## config.mk

```make
export PLATFORM = sky130hd
export DESIGN_NAME = uc_multiciclo
export DESIGN_NICKNAME = d
export VERILOG_FILES = /design/src/rtl/uc_multiciclo_pkg.sv /design/src/rtl/uc_multiciclo_decoder.sv /design/src/rtl/uc_multiciclo.sv
export SDC_FILE = /design/constraint.sdc
export NUM_CORES = 1
export LEC_CHECK = 0
export CAP_MARGIN = 0
export CELL_PAD_IN_SITES_DETAIL_PLACEMENT = 0
export CELL_PAD_IN_SITES_GLOBAL_PLACEMENT = 1
export CORE_MARGIN = 5
export CORE_UTILIZATION = 33
export DETAILED_ROUTE_END_ITERATION = 12
export GPL_TIMING_DRIVEN = 1
export PLACE_DENSITY = 0.89
export SLEW_MARGIN = 0
export SYNTH_ARGS = -nofsm -noshare
export SYNTH_HDL_FRONTEND = slang
export SYNTH_SLANG_ARGS = --single-unit
```

## constraint.sdc

```tcl
create_clock -name clk -period 3.6 [get_ports clk]
set_clock_uncertainty 0.2 [all_clocks]
set_input_delay 0.72 -clock clk [delete_from_list [all_inputs] [get_ports clk]]
set_output_delay 0.72 -clock clk [all_outputs]
set_load 0.1 [all_outputs]
```

## src/rtl/uc_multiciclo_pkg.sv

```systemverilog
// rtl/uc_multiciclo_pkg.sv - shared opcodes, state encodings and control vector for uc_multiciclo
package uc_multiciclo_pkg;

    typedef enum logic [1:0] {
        S_EXEC  = 2'd0,
        S_WAIT2 = 2'd1,
        S_HALT  = 2'd2
    } state_t;

    // Grouped opcodes (LI..POP) only decode on bits [5:2]; the low two bits are operand bits.
    localparam logic [5:0] OP_LI   = 6'b100000;
    localparam logic [5:0] OP_LD   = 6'b100100;
    localparam logic [5:0] OP_ST   = 6'b101000;
    localparam logic [5:0] OP_PUSH = 6'b101100;
    localparam logic [5:0] OP_POP  = 6'b110000;
    localparam logic [5:0] OP_J    = 6'b110100;
    localparam logic [5:0] OP_JZ   = 6'b110101;
    localparam logic [5:0] OP_JNZ  = 6'b110110;
    localparam logic [5:0] OP_JR   = 6'b110111;
    localparam logic [5:0] OP_CALL = 6'b111000;
    localparam logic [5:0] OP_RET  = 6'b111001;
    localparam logic [5:0] OP_NOP  = 6'b111010;
    localparam logic [5:0] OP_HALT = 6'b111111;

    typedef struct packed {
        logic       s_inc;
        logic       salto_r;
        logic       s_inm;
        logic       we3;
        logic       wez;
        logic [2:0] op_alu;
        logic       mem_we;
        logic       mem_en;
        logic       mem_addr_sel;
        logic       sub_en;
        logic       sub_push;
        logic       sub_sel;
        logic       pd_en;
        logic       pd_push;
        logic       pd_sel;
        logic       pc_hold;
        logic       halted;
        logic       illegal;
    } ctrl_t;

    // Quiet control vector: PC advances by one, nothing else enabled.
    function automatic ctrl_t ctrl_idle();
        ctrl_t c;
        c       = '0;
        c.s_inc = 1'b1;
        return c;
    endfunction

endpackage

```

## src/rtl/uc_multiciclo_decoder.sv

```systemverilog
// rtl/uc_multiciclo_decoder.sv - combinational opcode/state/z to control-vector decoder
// Purpose: pure decode of the current state and instruction into datapath controls,
//          next state, and the retire strobe for the instruction counter.
// Ports:   state, is_pop (two-cycle op is POP), wait_last (final wait cycle),
//          opcode, z -> ctrl, next_state, retire, next_is_pop
module uc_multiciclo_decoder
    import uc_multiciclo_pkg::*;
(
    input  state_t     state,
    input  logic       is_pop,
    input  logic       wait_last,
    input  logic [5:0] opcode,
    input  logic       z,
    output ctrl_t      ctrl,
    output state_t     next_state,
    output logic       retire,
    output logic       next_is_pop
);

    always_comb begin
        ctrl        = ctrl_idle();
        next_state  = state;
        retire      = 1'b0;
        next_is_pop = is_pop;
        unique case (state)
            S_EXEC: begin
                retire = 1'b1;
                if (!opcode[5]) begin
                    ctrl.op_alu = opcode[4:2];
                    ctrl.we3    = 1'b1;
                    ctrl.wez    = 1'b1;
                end else if (opcode[5:2] == OP_LI[5:2]) begin
                    ctrl.s_inm = 1'b1;
                    ctrl.we3   = 1'b1;
                end else if (opcode[5:2] == OP_LD[5:2]) begin
                    ctrl.mem_en       = 1'b1;
                    ctrl.mem_addr_sel = 1'b1;
                    ctrl.pc_hold      = 1'b1;
                    retire            = 1'b0;
                    next_is_pop       = 1'b0;
                    next_state        = S_WAIT2;
                end else if (opcode[5:2] == OP_ST[5:2]) begin
                    ctrl.mem_en = 1'b1;
                    ctrl.mem_we = 1'b1;
                end else if (opcode[5:2] == OP_PUSH[5:2]) begin
                    ctrl.pd_en   = 1'b1;
                    ctrl.pd_push = 1'b1;
                end else if (opcode[5:2] == OP_POP[5:2]) begin
                    ctrl.pd_en   = 1'b1;
                    ctrl.pc_hold = 1'b1;
                    retire       = 1'b0;
                    next_is_pop  = 1'b1;
                    next_state   = S_WAIT2;
                end else begin
                    case (opcode)
                        OP_J:    ctrl.s_inc = 1'b0;
                        OP_JZ:   ctrl.s_inc = ~z;
                        OP_JNZ:  ctrl.s_inc = z;
                        OP_JR:   ctrl.salto_r = 1'b1;
                        OP_CALL: begin
                            ctrl.sub_en   = 1'b1;
                            ctrl.sub_push = 1'b1;
                            ctrl.s_inc    = 1'b0;
                        end
                        OP_RET: begin
                            ctrl.sub_en  = 1'b1;
                            ctrl.sub_sel = 1'b1;
                        end
                        OP_NOP:  ;
                        OP_HALT: begin
                            ctrl.pc_hold = 1'b1;
                            next_state   = S_HALT;
                        end
                        default: ctrl.illegal = 1'b1;
                    endcase
                end
            end
            S_WAIT2: begin
                // The pending instruction kind is latched on entry, so opcode is not consulted here.
                if (is_pop) begin
                    ctrl.pd_sel = 1'b1;
                end else begin
                    ctrl.mem_en       = 1'b1;
                    ctrl.mem_addr_sel = 1'b1;
                end
                ctrl.we3     = wait_last;
                ctrl.pc_hold = ~wait_last;
                if (wait_last) begin
                    retire     = 1'b1;
                    next_state = S_EXEC;
                end
            end
            S_HALT: begin
                ctrl.pc_hold = 1'b1;
                ctrl.halted  = 1'b1;
            end
            default: next_state = S_EXEC;
        endcase
    end

endmodule

```

## src/rtl/uc_multiciclo.sv

```systemverilog
// rtl/uc_multiciclo.sv - multicycle control unit for the 8-bit/10-bit-PC datapath
// Purpose: holds the EXEC/WAIT2/HALT state and the retired-instruction counter,
//          drives all datapath controls from uc_multiciclo_decoder.
// Ports:   clk, reset (sync, active high), opcode[5:0], z in;
//          PC/ALU/register/memory/stack controls, pc_hold, halted, illegal, icount out.
module uc_multiciclo
    import uc_multiciclo_pkg::*;
#(
    parameter int ICNT_W   = 16,
    parameter int PUSH_LAT = 1
) (
    input  logic              clk,
    input  logic              reset,
    input  logic [5:0]        opcode,
    input  logic              z,
    output logic              s_inc,
    output logic              selectorMuxSaltoR,
    output logic              s_inm,
    output logic              we3,
    output logic              wez,
    output logic [2:0]        op_alu,
    output logic              guardarMemoriaDatos,
    output logic              activarMemoria,
    output logic              selectorMuxDireccionMemoriaDatos,
    output logic              activarPilaSubRutinas,
    output logic              pushPilaSubRutinas,
    output logic              selectorMuxPilaSubRutinas,
    output logic              activarPilaDatos,
    output logic              pushPilaDatos,
    output logic              selectorMuxPilaDatos,
    output logic              pc_hold,
    output logic              halted,
    output logic              illegal,
    output logic [ICNT_W-1:0] icount
);

    state_t            state_q, state_d;
    logic              is_pop_q, is_pop_d;
    logic [3:0]        wait_cnt_q, wait_cnt_d;
    logic [ICNT_W-1:0] icount_q, icount_d;

    ctrl_t  dec_ctrl, ctrl;
    state_t dec_next;
    logic   dec_retire, dec_is_pop, wait_last;

    // Read data arrives PUSH_LAT cycles after the request; the register write lands on the last one.
    assign wait_last = (32'(wait_cnt_q) == 32'(PUSH_LAT - 1));

    uc_multiciclo_decoder u_decoder (
        .state       (state_q),
        .is_pop      (is_pop_q),
        .wait_last   (wait_last),
        .opcode      (opcode),
        .z           (z),
        .ctrl        (dec_ctrl),
        .next_state  (dec_next),
        .retire      (dec_retire),
        .next_is_pop (dec_is_pop)
    );

    always_comb begin
        state_d    = dec_next;
        is_pop_d   = dec_is_pop;
        wait_cnt_d = (state_q == S_WAIT2 && !wait_last) ? wait_cnt_q + 4'd1 : 4'd0;
        icount_d   = icount_q + {{(ICNT_W-1){1'b0}}, dec_retire};
        // Reset masks every control so an aborted LD/POP never writes the register file.
        ctrl = dec_ctrl;
        if (reset) begin
            ctrl = ctrl_idle();
        end
    end

    always_ff @(posedge clk) begin
        if (reset) begin
            state_q    <= S_EXEC;
            is_pop_q   <= 1'b0;
            wait_cnt_q <= 4'd0;
            icount_q   <= '0;
        end else begin
            state_q    <= state_d;
            is_pop_q   <= is_pop_d;
            wait_cnt_q <= wait_cnt_d;
            icount_q   <= icount_d;
        end
    end

    assign s_inc                            = ctrl.s_inc;
    assign selectorMuxSaltoR                = ctrl.salto_r;
    assign s_inm                            = ctrl.s_inm;
    assign we3                              = ctrl.we3;
    assign wez                              = ctrl.wez;
    assign op_alu                           = ctrl.op_alu;
    assign guardarMemoriaDatos              = ctrl.mem_we;
    assign activarMemoria                   = ctrl.mem_en;
    assign selectorMuxDireccionMemoriaDatos = ctrl.mem_addr_sel;
    assign activarPilaSubRutinas            = ctrl.sub_en;
    assign pushPilaSubRutinas               = ctrl.sub_push;
    assign selectorMuxPilaSubRutinas        = ctrl.sub_sel;
    assign activarPilaDatos                 = ctrl.pd_en;
    assign pushPilaDatos                    = ctrl.pd_push;
    assign selectorMuxPilaDatos             = ctrl.pd_sel;
    assign pc_hold                          = ctrl.pc_hold;
    assign halted                           = ctrl.halted;
    assign illegal                          = ctrl.illegal;
    assign icount                           = icount_q;

endmodule

```

==> flow_metrics.tcl, run 1 <==
set metrics [dict create \
    relSlewSlack_pct 65.14 \
    detailed_place.area_um2 2127 \
    synth_seq_cells 23 \
    cts_buffer_depth 2 \
    cts_tree "yes" \
    required_ps 2680 \
    max_slew.worst_pin.slew_ps 522.2 \
    comb_power_share_pct 29.6 \
    fin_crit_sh_pct 90.74 \
    synth.yosys.seq_area_share_pct 32.42 \
    pre_cts_ws_ps 285.9 \
    worstReg2RegEnd "icount[14]" \
    hold_path_end "wait_cnt_q[0]" \
    ir_worst_vdd_mv 0.1749 \
    die_x_um 75.60 \
    crit_path_max_incr_delay_ps 430 \
    area_delta_synth_final_pct 52.95 \
    cap_violations 0 \
    core_um2 4086 \
    dpl.hpwl_mm 2.787 \
    drc 0 \
    synth_edf_count 0 \
    synthDominantCellAreaShare_pct 32.42 \
    grt_use_total_pct 13.28 \
    intPower_uw 399.1 \
    fin_util_pct 53.15 \
    r2r_start "wait_cnt_q[0]" \
    antenna_found_initial 0 \
    initial_core_util_pct 34.75 \
    grt_pass1_vias 1256 \
    via_per_inst 5.165 \
    nets 230 \
    hold_path_class "register to register" \
    fmax_ghz 0.3061 \
    hold_buffers 0 \
    netlist_area_um2 1420 \
    synth_top_area_cell "dfxtp_1" \
    final_area_um2 2172 \
    power_frac_clock_pct 26.3 \
    ys_warn_count 0 \
    switching_share_pct 33.98 \
    crit_path_start_kind "input pin" \
    cellLeakagePower_nw 0.8458 \
    die-area_um2 5715 \
    port_buffers 44 \
    synth_xor_area_share_pct 4.934 \
    diodes 0 \
    synth-simple-area-share_pct 37.71 \
    cp-startpoint "opcode[4]" \
    path_cells "clkdlybuf4s50_1, buf_4, nand4bb_1, mux2_1, a21boi_1, buf_12" \
    drt-total-wl_mm 3.643 \
    clk_root_buffer_cell "clkbuf_8" \
    timing.final.hold_violations 0 \
    rows 23 \
    synth-main-ff-cell "dfxtp_1" \
    crit_arrival_ps 2350 \
    synthAdderAreaFrac_pct 3.524 \
    dp.cells 262 \
    yosys-top-cells-area "dfxtp_1 32%, nor2_1 4.2%, mux2_2 4.0%" \
    hp-start "wait_cnt_q[0]" \
    syn_avg_cell_area_um2 8.256 \
    drt_iter0_markers 66 \
    cts_setup_buffers 0 \
    cts_sinks 23 \
    firstDrtPassIters 4 \
    synth-compound-area-share_pct 10.40 \
    final.setup.tns_ps 0 \
    clkLatencyLatePin_ps 260 \
    path_clk_slew_ps 80 \
    finalMaxSlewViolations 0 \
    gp_congestion 0.7823 \
    setup.worst_path.end_class "output pin" \
    cts_buffers 3 \
    p_seq_share_pct 44.2 \
    final_cells 266 \
    fillers 384 \
    setup_ws_ps 333.5 \
    grt_max_degree 29 \
    rsz0062_at_grt "false" \
    power.total_uw 604.5 \
    cp_max_fo 14 \
    synth.distinct_cells 41 \
    wire_per_inst_um 13.70 \
    status "finished clean" \
    setup_viol 0 \
    htree_levels 1 \
    ant_nets 0 \
    r2r_slack_ps 750 \
    grt_overflow_total 0 \
    timing.hold.ws_ps 266.7 \
    cts.repair.resized 0 \
    synthArstFlopShare_pct 0 \
    holdPathStages 1 \
    yosys-mux-area-fraction_pct 5.463 \
    layout_min_cycle_time_ps 3267 \
    drive_gt1_share_pct 30.56 \
    switchingPower_uw 205.4 \
    synth_cells 172 \
    cpMaxStageDelayCell "clkdlybuf4s50_1" \
    crit_type "input pin to output pin" \
    syn_nets 185 \
    powerDensity_nw_per_um2 278.3 \
    io_pins 45 \
    reg2reg_depth 10 \
    synth_top_family_by_area "simple AND/OR/NAND/NOR gates" \
    final_cell_mix "23 x dfxtp_1, 23 x buf_4, 20 x buf_12" \
    grt_pass1_wl_mm 5.975 \
    die_h_um 75.60 \
    num_vias 1374 \
]
## routing by layer
metal | part of all wire (%) | GRT usage, %
met5 | 0 | 0
met4 | 0 | 2.330
met3 | 7.2 | 4.090
met2 | 49 | 22.44
met1 | 44 | 16.85
## layout make-up
cell class | count | area (µm²) | share of cell area, %
timing repair buffer | 51 | 653.1 | 30.07
tap | 50 | 62.56 | 2.880
clock buffer | 4 | 45.04 | 2.074
multi-input combinational | 131 | 924.6 | 42.57
sequential | 23 | 460.4 | 21.20
inverter | 7 | 26.28 | 1.210
## sequential cells by signal, summed over array words and instances, names as in the netlist
name / cells
state_q: 2
icount: 16
is_pop_q: 1
wait_cnt_q: 4
## worst max-delay path: cells and delay by family
family	cells	cell delay (ps)
multiplexers	1	340
AND/OR/NAND/NOR	1	200
AO/OA/AOI/OAI	1	250
buffers and inverters	3	830
## logic make-up (layout without fill, tap and decap cells)
group / after synthesis / count (layout)
AOI/OAI and AO/OA: 24 / 24
xor gates and xnor gates: 8 / 8
adders and majority gates: 4 / 4
buffers and inverters: 18 / 62
DFF: 23 / 23
muxes: 7 / 7
and+or+nand+nor: 88 / 88
## worst max path at each step
| stage | end | slack, ps | cells after the start |
|---|---|---|---|
| global placement | icount[14] | 330 | 9 |
| global route | pushPilaSubRutinas | 270 | 5 |
| detailed placement | icount[14] | 290 | 9 |
| finish | activarMemoria | 330 | 6 |
| CTS | activarMemoria | 330 | 6 |
| floorplan | pushPilaSubRutinas | -700 | 3 |
## cells in the mapped netlist, types with 2 or more instances
| cell | number |
|---|---|
| inv_1 | 7 |
| nand4_2 | 2 |
| nor2_1 | 16 |
| nand3b_1 | 2 |
| and3_1 | 6 |
| nor4_1 | 3 |
| and2_1 | 4 |
| nor3_1 | 8 |
| o31ai_1 | 4 |
| or4_1 | 4 |
| dfxtp_1 | 23 |
| ha_1 | 4 |
| nand3_1 | 9 |
| o21ai_0 | 6 |
| xor2_1 | 3 |
| nor2b_1 | 8 |
| or3b_1 | 2 |
| xnor2_1 | 5 |
| a21oi_1 | 9 |
| nand2_1 | 9 |
| nor4b_1 | 2 |
| nor4_2 | 4 |
| buf_2 | 3 |
| clkbuf_1 | 6 |
| or3_1 | 3 |
| mux2_2 | 5 |
## power groups by stage
stage	clock network, mW	registers [mW]	logic, mW
after floorplan	0	0.301	0.0916
after global placement	0	0.273	0.179
after detailed placement	0	0.273	0.180
after CTS	0.165	0.267	0.180
after global routing	0.177	0.268	0.189
final	0.159	0.267	0.179
(Power assumes the default switching activity.)
==> run 2, diff against run 1 <==
--- a/config.mk
+++ b/config.mk
@@ -12,7 +12,7 @@
 export CORE_UTILIZATION = 33
 export DETAILED_ROUTE_END_ITERATION = 12
 export GPL_TIMING_DRIVEN = 1
-export PLACE_DENSITY = 0.89
+export PLACE_DENSITY_LB_ADDON = 0.1
 export SLEW_MARGIN = 0
 export SYNTH_ARGS = -nofsm -noshare
 export SYNTH_HDL_FRONTEND = slang
==> flow_metrics.tcl, run 2 (synthesized netlist as in run 1, its figures left out) <==
set metrics [dict create \
    cts_buffer_depth 2 \
    ir_worst_vdd_mv 0.2510 \
    grt_use_total_pct 14.27 \
    htree_levels 1 \
    cts_buffers 3 \
    area_delta_synth_final_pct 53.04 \
    crit_type "input pin to output pin" \
    crit_path_start_kind "input pin" \
    grt_pass1_vias 1410 \
    cts_sinks 23 \
    via_per_inst 5.214 \
    wire_per_inst_um 14.26 \
    required_ps 2680 \
    r2r_slack_ps 720 \
    num_vias 1387 \
    cpMaxStageDelayCell "clkdlybuf4s50_1" \
    rsz0062_at_grt "false" \
    cellLeakagePower_nw 0.8492 \
    io_pins 45 \
    drt_iter0_markers 56 \
    antenna_found_initial 0 \
    path_clk_slew_ps 80 \
    grt_overflow_total 0 \
    endpoint "selectorMuxPilaSubRutinas" \
    worstReg2RegEnd "icount[13]" \
    die_x_um 75.60 \
    fmax_ghz 0.2996 \
    cp_num_buf_inv 2 \
    largest_reg_flops 16 \
    status "finished clean" \
    clk_root_buffer_cell "clkbuf_8" \
    cts_setup_buffers 0 \
    initial_core_util_pct 34.75 \
    final_area_um2 2173 \
    layout_min_cycle_time_ps 3338 \
    setup.worst_path.end_class "output pin" \
    drc 0 \
    hold_buffers 0 \
    fillers 397 \
    final_cell_mix "23 x dfxtp_1, 23 x buf_4, 20 x buf_12" \
    drive_gt1_share_pct 31.02 \
    critPathTopFamily "simple AND/OR/NAND/NOR gates" \
    setup_ws_ps 261.9 \
    relSlewSlack_pct 63.40 \
    cts.repair.resized 0 \
    die_h_um 75.60 \
    gp_congestion 0.7266 \
    powerDensity_nw_per_um2 278.6 \
    port_buffers 44 \
    rows 23 \
    timing.final.hold_violations 0 \
    grt_pass1_wl_mm 6.513 \
    finalMaxSlewViolations 0 \
    cts_tree "yes" \
    core_um2 4086 \
    path_cells "clkdlybuf4s50_1, nor3_2, nand3_1, nor3_1, buf_12" \
    dpl.hpwl_mm 2.913 \
    clkLatencyLatePin_ps 260 \
    pre_cts_ws_ps 242.2 \
    max_slew.worst_pin.slew_ps 548.2 \
    crit_path_max_incr_delay_ps 500 \
    grt_max_degree 27 \
    detailed_place.area_um2 2127 \
    setup_viol 0 \
    drt-total-wl_mm 3.793 \
    diodes 0 \
    hold_path_class "register to register" \
    ant_nets 0 \
    final.setup.tns_ps 0 \
    firstDrtPassIters 4 \
    critical_path_cell_count 5 \
    reg2reg_depth 9 \
    r2r_start "wait_cnt_q[0]" \
    cp-startpoint "reset" \
    die-area_um2 5715 \
    fin_crit_sh_pct 92.73 \
    cap_violations 0 \
    cp_max_fo 5 \
    nets 230 \
    crit_arrival_ps 2420 \
]
==> run 2: worst min path at each step <==
stage	cells after the start	end	slack, ps	start
3_3_place_gp	1	wait_cnt_q[0]	240	wait_cnt_q[0]
4_1_cts	1	wait_cnt_q[0]	290	wait_cnt_q[0]
5_1_grt	1	wait_cnt_q[0]	340	wait_cnt_q[0]
6_report	1	wait_cnt_q[0]	280	wait_cnt_q[0]
2_1_floorplan	1	wait_cnt_q[0]	230	wait_cnt_q[0]
3_5_place_dp	1	wait_cnt_q[0]	270	wait_cnt_q[0]
==> run 2: cell type report <==
cell class / instances / area, µm² / area share, %
multi-input cells: 131 / 924.6 / 42.54
repair buffers: 51 / 653.1 / 30.05
flip-flops and latches: 23 / 460.4 / 21.19
well taps: 50 / 62.56 / 2.879
clock buffers: 3 / 41.29 / 1.900
inverters: 7 / 26.28 / 1.209
clock inverters: 1 / 5.005 / 0.2303
==> run 2: worst register-to-register path, delay by kind of cell, from the launching register on <==
kind | cells | cell delay, ps
AND/OR/NAND/NOR | 5 | 1430
adder cells (fa/ha/maj) | 2 | 350
buffers and inverters | 1 | 60
flip-flops | 1 | 350
multiplexers | 1 | 380
==> run 2: stage by stage <==
stage                     hold WS [ps]  instances  util (%)  power [mW]
after floorplan                  229.7        172         -      0.3926
after global placement           244.1        262     52.05      0.4536
after detailed placement         267.9        262     52.05      0.4545
after CTS                        290.5        266     53.18      0.6157
after global routing             335.2        266     53.18      0.6356
final                            279.5        266     53.18      0.6055
==> run 2: report_power, final <==
| part | switching (mW) | total, mW | leakage (nW) | internal, mW |
|---|---|---|---|---|
| Sequential | 0.00702 | 0.267 | 0.186 | 0.260 |
| Combinational | 0.120 | 0.181 | 0.638 | 0.0611 |
| Clock | 0.0806 | 0.158 | 0.0255 | 0.0771 |
| Total | 0.207 | 0.606 | 0.849 | 0.398 |
==> run 2: per-layer routing <==
metal	vias up	wire, µm	GRT usage [%]
met4	0	21	1.553
met3	4	196	4.090
met5	-	0	0
met1	641	1868	19.62
li1	703	-	-
met2	39	1707	23.01
==> run 3, diff against run 2 <==
--- a/config.mk
+++ b/config.mk
@@ -13,6 +13,7 @@
 export DETAILED_ROUTE_END_ITERATION = 12
 export GPL_TIMING_DRIVEN = 1
 export PLACE_DENSITY_LB_ADDON = 0.1
+export REMOVE_ABC_BUFFERS = 1
 export SLEW_MARGIN = 0
 export SYNTH_ARGS = -nofsm -noshare
 export SYNTH_HDL_FRONTEND = slang
==> flow_metrics.tcl, run 3 (synthesized netlist as in run 1, its figures left out) <==
set metrics [dict create \
    timing.hold.ws_ps 275.2 \
    dpl.hpwl_mm 2.872 \
    wire_per_inst_um 13.84 \
    largest_reg_flops 16 \
    clkLatencyLatePin_ps 260 \
    drive_gt1_share_pct 28.31 \
    timing.final.hold_violations 0 \
    die-area_um2 5715 \
    rsz0062_at_grt "false" \
    gp_congestion 0.8008 \
    num_vias 1371 \
    cp_max_fo 10 \
    grt_pass1_wl_mm 6.141 \
    path_clk_slew_ps 80 \
    required_ps 2680 \
    die_x_um 75.60 \
    fin_crit_sh_pct 95.15 \
    relSlewSlack_pct 67.03 \
    cts.repair.resized 0 \
    layout_min_cycle_time_ps 3425 \
    pre_cts_ws_ps 89.73 \
    hold_buffers 0 \
    fmax_ghz 0.2919 \
    antenna_found_initial 0 \
    ir_worst_vdd_mv 0.1821 \
    port_buffers 44 \
    final_cell_mix "26 x buf_4, 23 x dfxtp_1, 20 x buf_12" \
    setup_viol 0 \
    cts_buffers 3 \
    crit_path_max_incr_delay_ps 590 \
    drc 0 \
    cellLeakagePower_nw 0.8488 \
    via_per_inst 5.097 \
    clk_root_buffer_cell "clkbuf_8" \
    fin_util_pct 52.63 \
    cts_tree "yes" \
    drt_iter0_markers 47 \
    cap_violations 0 \
    crit_arrival_ps 2510 \
    grt_use_total_pct 13.53 \
    drt-total-wl_mm 3.723 \
    core_um2 4086 \
    critPathTopFamily "buffers and inverters" \
    max_slew.worst_pin.slew_ps 490.1 \
    finalMaxSlewViolations 0 \
    io_pins 45 \
    path_cells "clkdlybuf4s50_1, nand4bb_1, mux2_1, nor3_1, buf_12" \
    die_h_um 75.60 \
    cp_num_buf_inv 2 \
    nets 233 \
    cts_sinks 23 \
    grt_max_degree 21 \
    setup_ws_ps 174.5 \
    powerDensity_nw_per_um2 281.0 \
    grt_pass1_vias 1274 \
    grt_overflow_total 0 \
    firstDrtPassIters 4 \
    cts_buffer_depth 2 \
    hold_path_class "register to register" \
    crit_path_start_kind "input pin" \
    htree_levels 1 \
    diodes 0 \
    area_delta_synth_final_pct 51.45 \
    setup.worst_path.end_class "output pin" \
    status "finished clean" \
    cts_setup_buffers 0 \
    final_common_cell "buf_4" \
    rows 23 \
    crit_type "input pin to output pin" \
    ant_nets 0 \
    initial_core_util_pct 34.75 \
    cpMaxStageDelayCell "clkdlybuf4s50_1" \
]
-- run 3: layer usage --
metal / routed length (µm) / GRT usage, %
met5: 0 / 0
met4: 13 / 2.330
met3: 216 / 4.222
met2: 1619 / 18.98
met1: 1874 / 20.37
-- run 3: worst reg2reg max path, cell delays in order, from the launching register on --
cell     delay, ps
dfxtp_1        340
inv_1           70
ha_1           150
or3b_1         370
and2_1         200
nor3_1         210
ha_1           220
nand3_1        330
nor4_1         400
mux2_2         370
-- run 3: metrics by stage --
stage,setup TNS (ps),power (mW),cell area [µm²],instances
3_3_place_gp,0,0.4526,2106,265
3_5_place_dp,0,0.4522,2106,265
4_1_cts,0,0.6124,2151,269
6_report,0,0.6044,2151,269
2_1_floorplan,-7044,0.3795,1368,161
5_1_grt,0,0.6316,2151,269
-- run 3: final cells by class --
type / instances / area [µm²]
fillers: 392 / 1936
clock buffers: 4 / 45.04
flip-flops and latches: 23 / 460.4
multi-input cells: 131 / 880.8
well taps: 50 / 62.56
inverters: 7 / 26.28
repair buffers: 54 / 675.6
-- run 3: final timing paths --
kind	endpoint	startpoint	slack [ps]	cells past startpoint
min	wait_cnt_q[0]	wait_cnt_q[0]	280	1
max	selectorMuxDireccionMemoriaDatos	opcode[3]	170	5
min reg2reg	wait_cnt_q[0]	wait_cnt_q[0]	280	1
max reg2reg	icount[13]	wait_cnt_q[1]	650	9
-- run 3: where the power goes --
group	switching [mW]	internal (mW)	leakage [nW]
Clock	0.0796	0.0789	0.0228
Sequential	0.00692	0.260	0.186
Combinational	0.117	0.0618	0.640
Total	0.204	0.401	0.849
